<file path="src/rtl/spmv_product_stream.sv">
// spmv_product_stream
//   Joins the matrix-nonzero stream (a) with the gathered x-vector stream (b), multiplies each
//   pair in a two-stage pipeline and hands the products to a small output FIFO. Operands are
//   admitted only while a FIFO slot is reserved for every in-flight product, so the multiply
//   pipeline never has to stall.
//
//   Optional feature: define SPMV_PRODUCT_COUNT_EN to add io_count, a wrapping 32-bit count of
//   products popped from the output port.
//
// Ports
//   clk           clock, rising edge
//   reset         asynchronous active-high reset
//   io_a_*        nonzero value stream (valid/ready)
//   io_b_*        x value stream (valid/ready)
//   io_out_*      product stream (valid/ready), bits are the FIFO head
//   io_busy       high while any pipeline stage or FIFO entry is occupied
//   io_count      (SPMV_PRODUCT_COUNT_EN only) number of popped products
module spmv_product_stream #(
  parameter int unsigned WIDTH      = 32,
  parameter int unsigned FIFO_DEPTH = 4
) (
  input  logic             clk,
  input  logic             reset,
  input  logic             io_a_valid,
  output logic             io_a_ready,
  input  logic [WIDTH-1:0] io_a_bits,
  input  logic             io_b_valid,
  output logic             io_b_ready,
  input  logic [WIDTH-1:0] io_b_bits,
  output logic             io_out_valid,
  input  logic             io_out_ready,
  output logic [WIDTH-1:0] io_out_bits,
  output logic             io_busy
`ifdef SPMV_PRODUCT_COUNT_EN
  ,
  output logic [31:0]      io_count
`endif
);

  localparam int unsigned PtrW = $clog2(FIFO_DEPTH);
  localparam int unsigned CntW = PtrW + 1;
  localparam int unsigned OccW = CntW + 1;

  // Pipeline state
  logic             s1_v_q;
  logic [WIDTH-1:0] s1_a_q, s1_b_q;
  logic             s2_v_q;
  logic [WIDTH-1:0] s2_p_q, s2_p_d;

  // FIFO state
  logic [WIDTH-1:0] mem_q [FIFO_DEPTH];
  logic [PtrW-1:0]  wr_ptr_q, rd_ptr_q;
  logic [CntW-1:0]  count_q, count_d;
  logic [WIDTH-1:0] last_q;

  logic [OccW-1:0]  occupancy;
  logic             credit_ok;
  logic             fire;
  logic             push;
  logic             pop;

  // Every admitted pair will land in the FIFO two cycles later, so reserve its slot now.
  always_comb begin
    occupancy = OccW'(count_q) + OccW'(s1_v_q) + OccW'(s2_v_q);
    credit_ok = occupancy < OccW'(FIFO_DEPTH);
  end

  // Readies are masked during reset so nothing is reported as consumed while held in reset.
  assign io_a_ready = io_b_valid & credit_ok & ~reset;
  assign io_b_ready = io_a_valid & credit_ok & ~reset;
  assign fire       = io_a_valid & io_b_valid & credit_ok & ~reset;

  assign push         = s2_v_q;
  assign io_out_valid = (count_q != '0);
  assign pop          = io_out_valid & io_out_ready;
  assign io_busy      = s1_v_q | s2_v_q | (count_q != '0);

  // Empty FIFO presents the most recently popped product.
  assign io_out_bits = io_out_valid ? mem_q[rd_ptr_q] : last_q;

  // Product truncated to WIDTH bits (modulo 2^WIDTH).
  assign s2_p_d = s1_a_q * s1_b_q;

  always_comb begin
    count_d = count_q;
    case ({push, pop})
      2'b10:   count_d = count_q + CntW'(1);
      2'b01:   count_d = count_q - CntW'(1);
      default: count_d = count_q;
    endcase
  end

  always_ff @(posedge clk or posedge reset) begin
    if (reset) begin
      s1_v_q <= 1'b0;
      s1_a_q <= '0;
      s1_b_q <= '0;
      s2_v_q <= 1'b0;
      s2_p_q <= '0;
    end else begin
      s1_v_q <= fire;
      if (fire) begin
        s1_a_q <= io_a_bits;
        s1_b_q <= io_b_bits;
      end
      s2_v_q <= s1_v_q;
      if (s1_v_q) begin
        s2_p_q <= s2_p_d;
      end
    end
  end

  always_ff @(posedge clk or posedge reset) begin
    if (reset) begin
      wr_ptr_q <= '0;
      rd_ptr_q <= '0;
      count_q  <= '0;
      last_q   <= '0;
    end else begin
      count_q <= count_d;
      if (push) begin
        wr_ptr_q <= wr_ptr_q + PtrW'(1);
      end
      if (pop) begin
        rd_ptr_q <= rd_ptr_q + PtrW'(1);
        last_q   <= mem_q[rd_ptr_q];
      end
    end
  end

  // Storage needs no reset: entries are only visible while count_q covers them.
  always_ff @(posedge clk) begin
    if (push) begin
      mem_q[wr_ptr_q] <= s2_p_q;
    end
  end

`ifdef SPMV_PRODUCT_COUNT_EN
  logic [31:0] pop_cnt_q;

  always_ff @(posedge clk or posedge reset) begin
    if (reset) begin
      pop_cnt_q <= '0;
    end else if (pop) begin
      pop_cnt_q <= pop_cnt_q + 32'd1;
    end
  end

  assign io_count = pop_cnt_q;
`endif

endmodule

</file>
<file path="config.mk">
export PLATFORM = sky130hd
export DESIGN_NAME = spmv_product_stream
export DESIGN_NICKNAME = d
export VERILOG_FILES = /design/src/rtl/spmv_product_stream.sv
export SDC_FILE = /design/constraint.sdc
export NUM_CORES = 2
export LEC_CHECK = 0
export ABC_CLOCK_PERIOD_IN_PS = 16400
export CAP_MARGIN = 20
export CORE_MARGIN = 3
export CORE_UTILIZATION = 45
export DETAILED_ROUTE_END_ITERATION = 8
export MAX_ROUTING_LAYER = met4
export PLACE_DENSITY = 0.6
export RECOVER_POWER = 50
export SKIP_LAST_GASP = 1
export SLEW_MARGIN = 20
export SYNTH_ARGS = -nofsm -noshare
export SYNTH_HDL_FRONTEND = slang
export SYNTH_SLANG_ARGS = --single-unit
export TNS_END_PERCENT = 5
</file>
<file path="constraint.sdc">
create_clock -name clk -period 16.4 [get_ports clk]
set_clock_uncertainty 0.15 [all_clocks]
set_input_delay 2.46 -clock clk [delete_from_list [all_inputs] [get_ports clk]]
set_output_delay 2.46 -clock clk [all_outputs]
set_load 0.03 [all_outputs]
</file>
==> out/results.txt <==
flops & latches, synth - 265
Max-cap violations - 6
critical path class - reg -> reg
Reg clk slew, reported paths - 0.06 ns
Sink Count - 265
Tcrit/Tclk final - 0.4624
antenna violations before repair - 0
cells along the critical path - nand2_1, fa_1, fa_1, fa_1, fa_1, inv_1, fa_1, inv_1, fa_1, fa_1, fa_1, inv_1, ha_1, a21o_1, a21oi_1, o21ai_0, a2111oi_2, o31ai_1, xor2_1, mux2_2
area leader, netlist - fa_1
Buffers & Inverters on Critical Path - 3
CP max FO - 31
delay-heaviest family, CP - adder cells
Fmax achieved - 0.1319 GHz
Clock Latency Late Sink - 0.60 ns
Area Overhead vs Synth - 10.38%
top_reg_cell synth - dfrtp_1
total routed wirelength - 62680 um
Syn Std Cell Area - 26090 um^2
core area - 56820 um^2
die area - 60900 um^2
Distinct cells, synth - 52
fin util - 0.5068
Setup TNS - 0 ns
diode count - 0
site row count - 87
min Tclk post-route - 7.583 ns
failing checks - max-capacitance violations, max-slew violations
slack of the critical path - 8.817 ns
hold crit path type - reg -> reg
Ports - 105
PortBufs - 104
Vias - 16880
commonest non-fill, non-tap cell in the layout - nand2_1
Synth area leaders - fa_1, edfxtp_1, dfrtp_1
Critical Path RT - 16.70 ns
Post-synth EDFFs - 128
most frequent cells in the layout - nand2_1, inv_1, fa_1
syn_nets - 3121
Synth Area in Compound Gates - 0.02983
detail-routed via count per cell - 5.079
die height - 246.8 um
wire per inst - 18.86 um
DPL Wire Length - 47040 um
Final Max Tran Viols - 265
Clock Path Buffers - 3
worst slack, placed - 8.843 ns
TritonCTS clock tree - built
routability cong. - 0.9057
adder-cell share of the synthesized area - 0.3757
Slew headroom - -1.923
DR pass1 iterations - 5
FF-to-FF setup slack - 8.82 ns
Congestion Overflow GR - 0
number of global-route vias before repair - 18730
DR iter-0 viols - 765
share of cells above drive strength 1 - 0.06311
mux share of post-synthesis cell area - 0.04786
fillcell total - 5196
share of the synthesized area in the top cell type - 0.3138
xor/xnor share of the synthesized area - 0.02705
most used cell, CP - fa_1
largest family of logic cells by synthesized area - adder cells
Post-synth ARST share - 0.5170
Layout Cells excl Fill - 3323
Avg Cell Area, Syn - 10.38 um^2
H-Tree Depth - 1
crit path launch type - register
CP Capture Type - register
Num CTS Buffers - 29
Residual DRC - 0
Critical Path AT - 7.89 ns
Crit-path slowest cell - dfrtp_1
max incr delay on CP - 0.94 ns
first-pass GRT wire length - 103100 um
CTS resizes - 0
simple-gate portion of the synthesized area - 0.1615
sequential area share after synthesis - 0.2787
synth warn - 0
Final ANT Viol Nets - 0
worst-margin pin slew - 4.361 ns
Post-Syn Instances - 2514
cts hold-fix bufs - 0
RSZ-0062 raised after global routing - no
DP Cell Count - 3268
Nets - 3151
pin count of the biggest net entering global routing - 96
GRT Overall Usage - 0.2239
final-report setup violation count - 0
status - finished, violations left
Root Buffer - clkbuf_16
Setup Buffers After CTS - 0
Starting Density - 0.4591
Die Wd - 246.8 um
Fin. Hold Viols - 0
[metrics by stage]
step	hold WS [ns]	area, um^2
after floorplan	0.2019	26090
after global placement	0.3103	27780
after detailed placement	0.3153	27780
after CTS	0.3299	28800
after global routing	0.3358	28800
final	0.3253	28800
[registers in the layout, indices dropped and copies added, names as in the netlist]
register,flops
count_q,3
last_q,32
s1_b_q,32
push,1
mem_q,128
wr_ptr_q,2
s2_p_q,32
s1_a_q,32
s1_v_q,1
rd_ptr_q,2
[per-layer routing]
layer | GRT usage | vias up | share of wire
met3 | 0.02266 | 92 | 0.033
li1 | - | 7698 | -
met5 | - | - | 0
met1 | 0.2812 | 8770 | 0.43
met4 | 0.05266 | 0 | 0.027
met2 | 0.3922 | 318 | 0.51
[worst register-to-register path: stages, from the launching register on]
cell and delay [ns]:
dfrtp_1 0.94, nand2_1 0.19, fa_1 0.62, fa_1 0.44, fa_1 0.53, fa_1 0.56
inv_1 0.05, fa_1 0.49, inv_1 0.05, fa_1 0.57, fa_1 0.45, fa_1 0.50
inv_1 0.04, ha_1 0.36, a21o_1 0.19, a21oi_1 0.12, o21ai_0 0.14, a2111oi_2 0.45
o31ai_1 0.18, xor2_1 0.16, mux2_2 0.26
[Yosys cell counts (all sizes together), types with 2 or more instances]
| master | n |
|---|---|
| nor2 | 17 |
| mux2 | 46 |
| o2bb2ai | 3 |
| o31ai | 5 |
| nand4 | 2 |
| xor2 | 20 |
| clkbuf | 120 |
| nand2 | 528 |
| nand2b | 2 |
| o21ai | 23 |
| buf | 10 |
| o21a | 9 |
| a2bb2oi | 2 |
| a2111oi | 2 |
| o21bai | 5 |
| ha | 129 |
| edfxtp | 128 |
| mux4 | 32 |
| and3 | 2 |
| nor3 | 8 |
| a211oi | 8 |
| dfrtp | 137 |
| o211ai | 2 |
| a21o | 14 |
| nand3 | 7 |
| nor2b | 3 |
| a21oi | 24 |
| xnor2 | 58 |
| a211o | 2 |
| fa | 409 |
| a2111o | 2 |
| inv | 418 |
| or3 | 4 |
| and2 | 318 |
| a31o | 3 |
[worst paths after layout]
check / startpoint / to / cells after the start
setup reg to reg: s1_b_q[2] / s2_p_q[30] / 20
min in group asynchronous: reset / s2_p_q[2] / 2
max in group asynchronous: reset / rd_ptr_q[1] / 2
hold reg to reg: s1_a_q[3] / s1_a_q[3] / 2
hold / removal: s1_a_q[3] / s1_a_q[3] / 2
setup / recovery: s1_b_q[2] / s2_p_q[30] / 20
[final cells by class]
cell class	instances	area, um^2	share of cell area
clock buffers	34	764.5	0.02655
inverters	419	1574	0.05466
repair buffers	129	1222	0.04245
flip-flops and latches	265	7274	0.2526
multi-input cells	1700	16760	0.5819
well taps	756	945.9	0.03285
clock inverters	20	259.0	0.008994
[kinds of logic after synthesis]
| kind of cell | after synthesis |
|---|---|
| buffers and inverters | 549 |
| flip-flops | 265 |
| AO/OA/AOI/OAI | 110 |
| multiplexers | 79 |
| adder cells (fa/ha/maj) | 538 |
| XOR/XNOR | 79 |
| AND/OR/NAND/NOR | 894 |
Power is not shown: default switching activity piles up to over one toggle a cycle in this logic, so the estimate is an artifact.
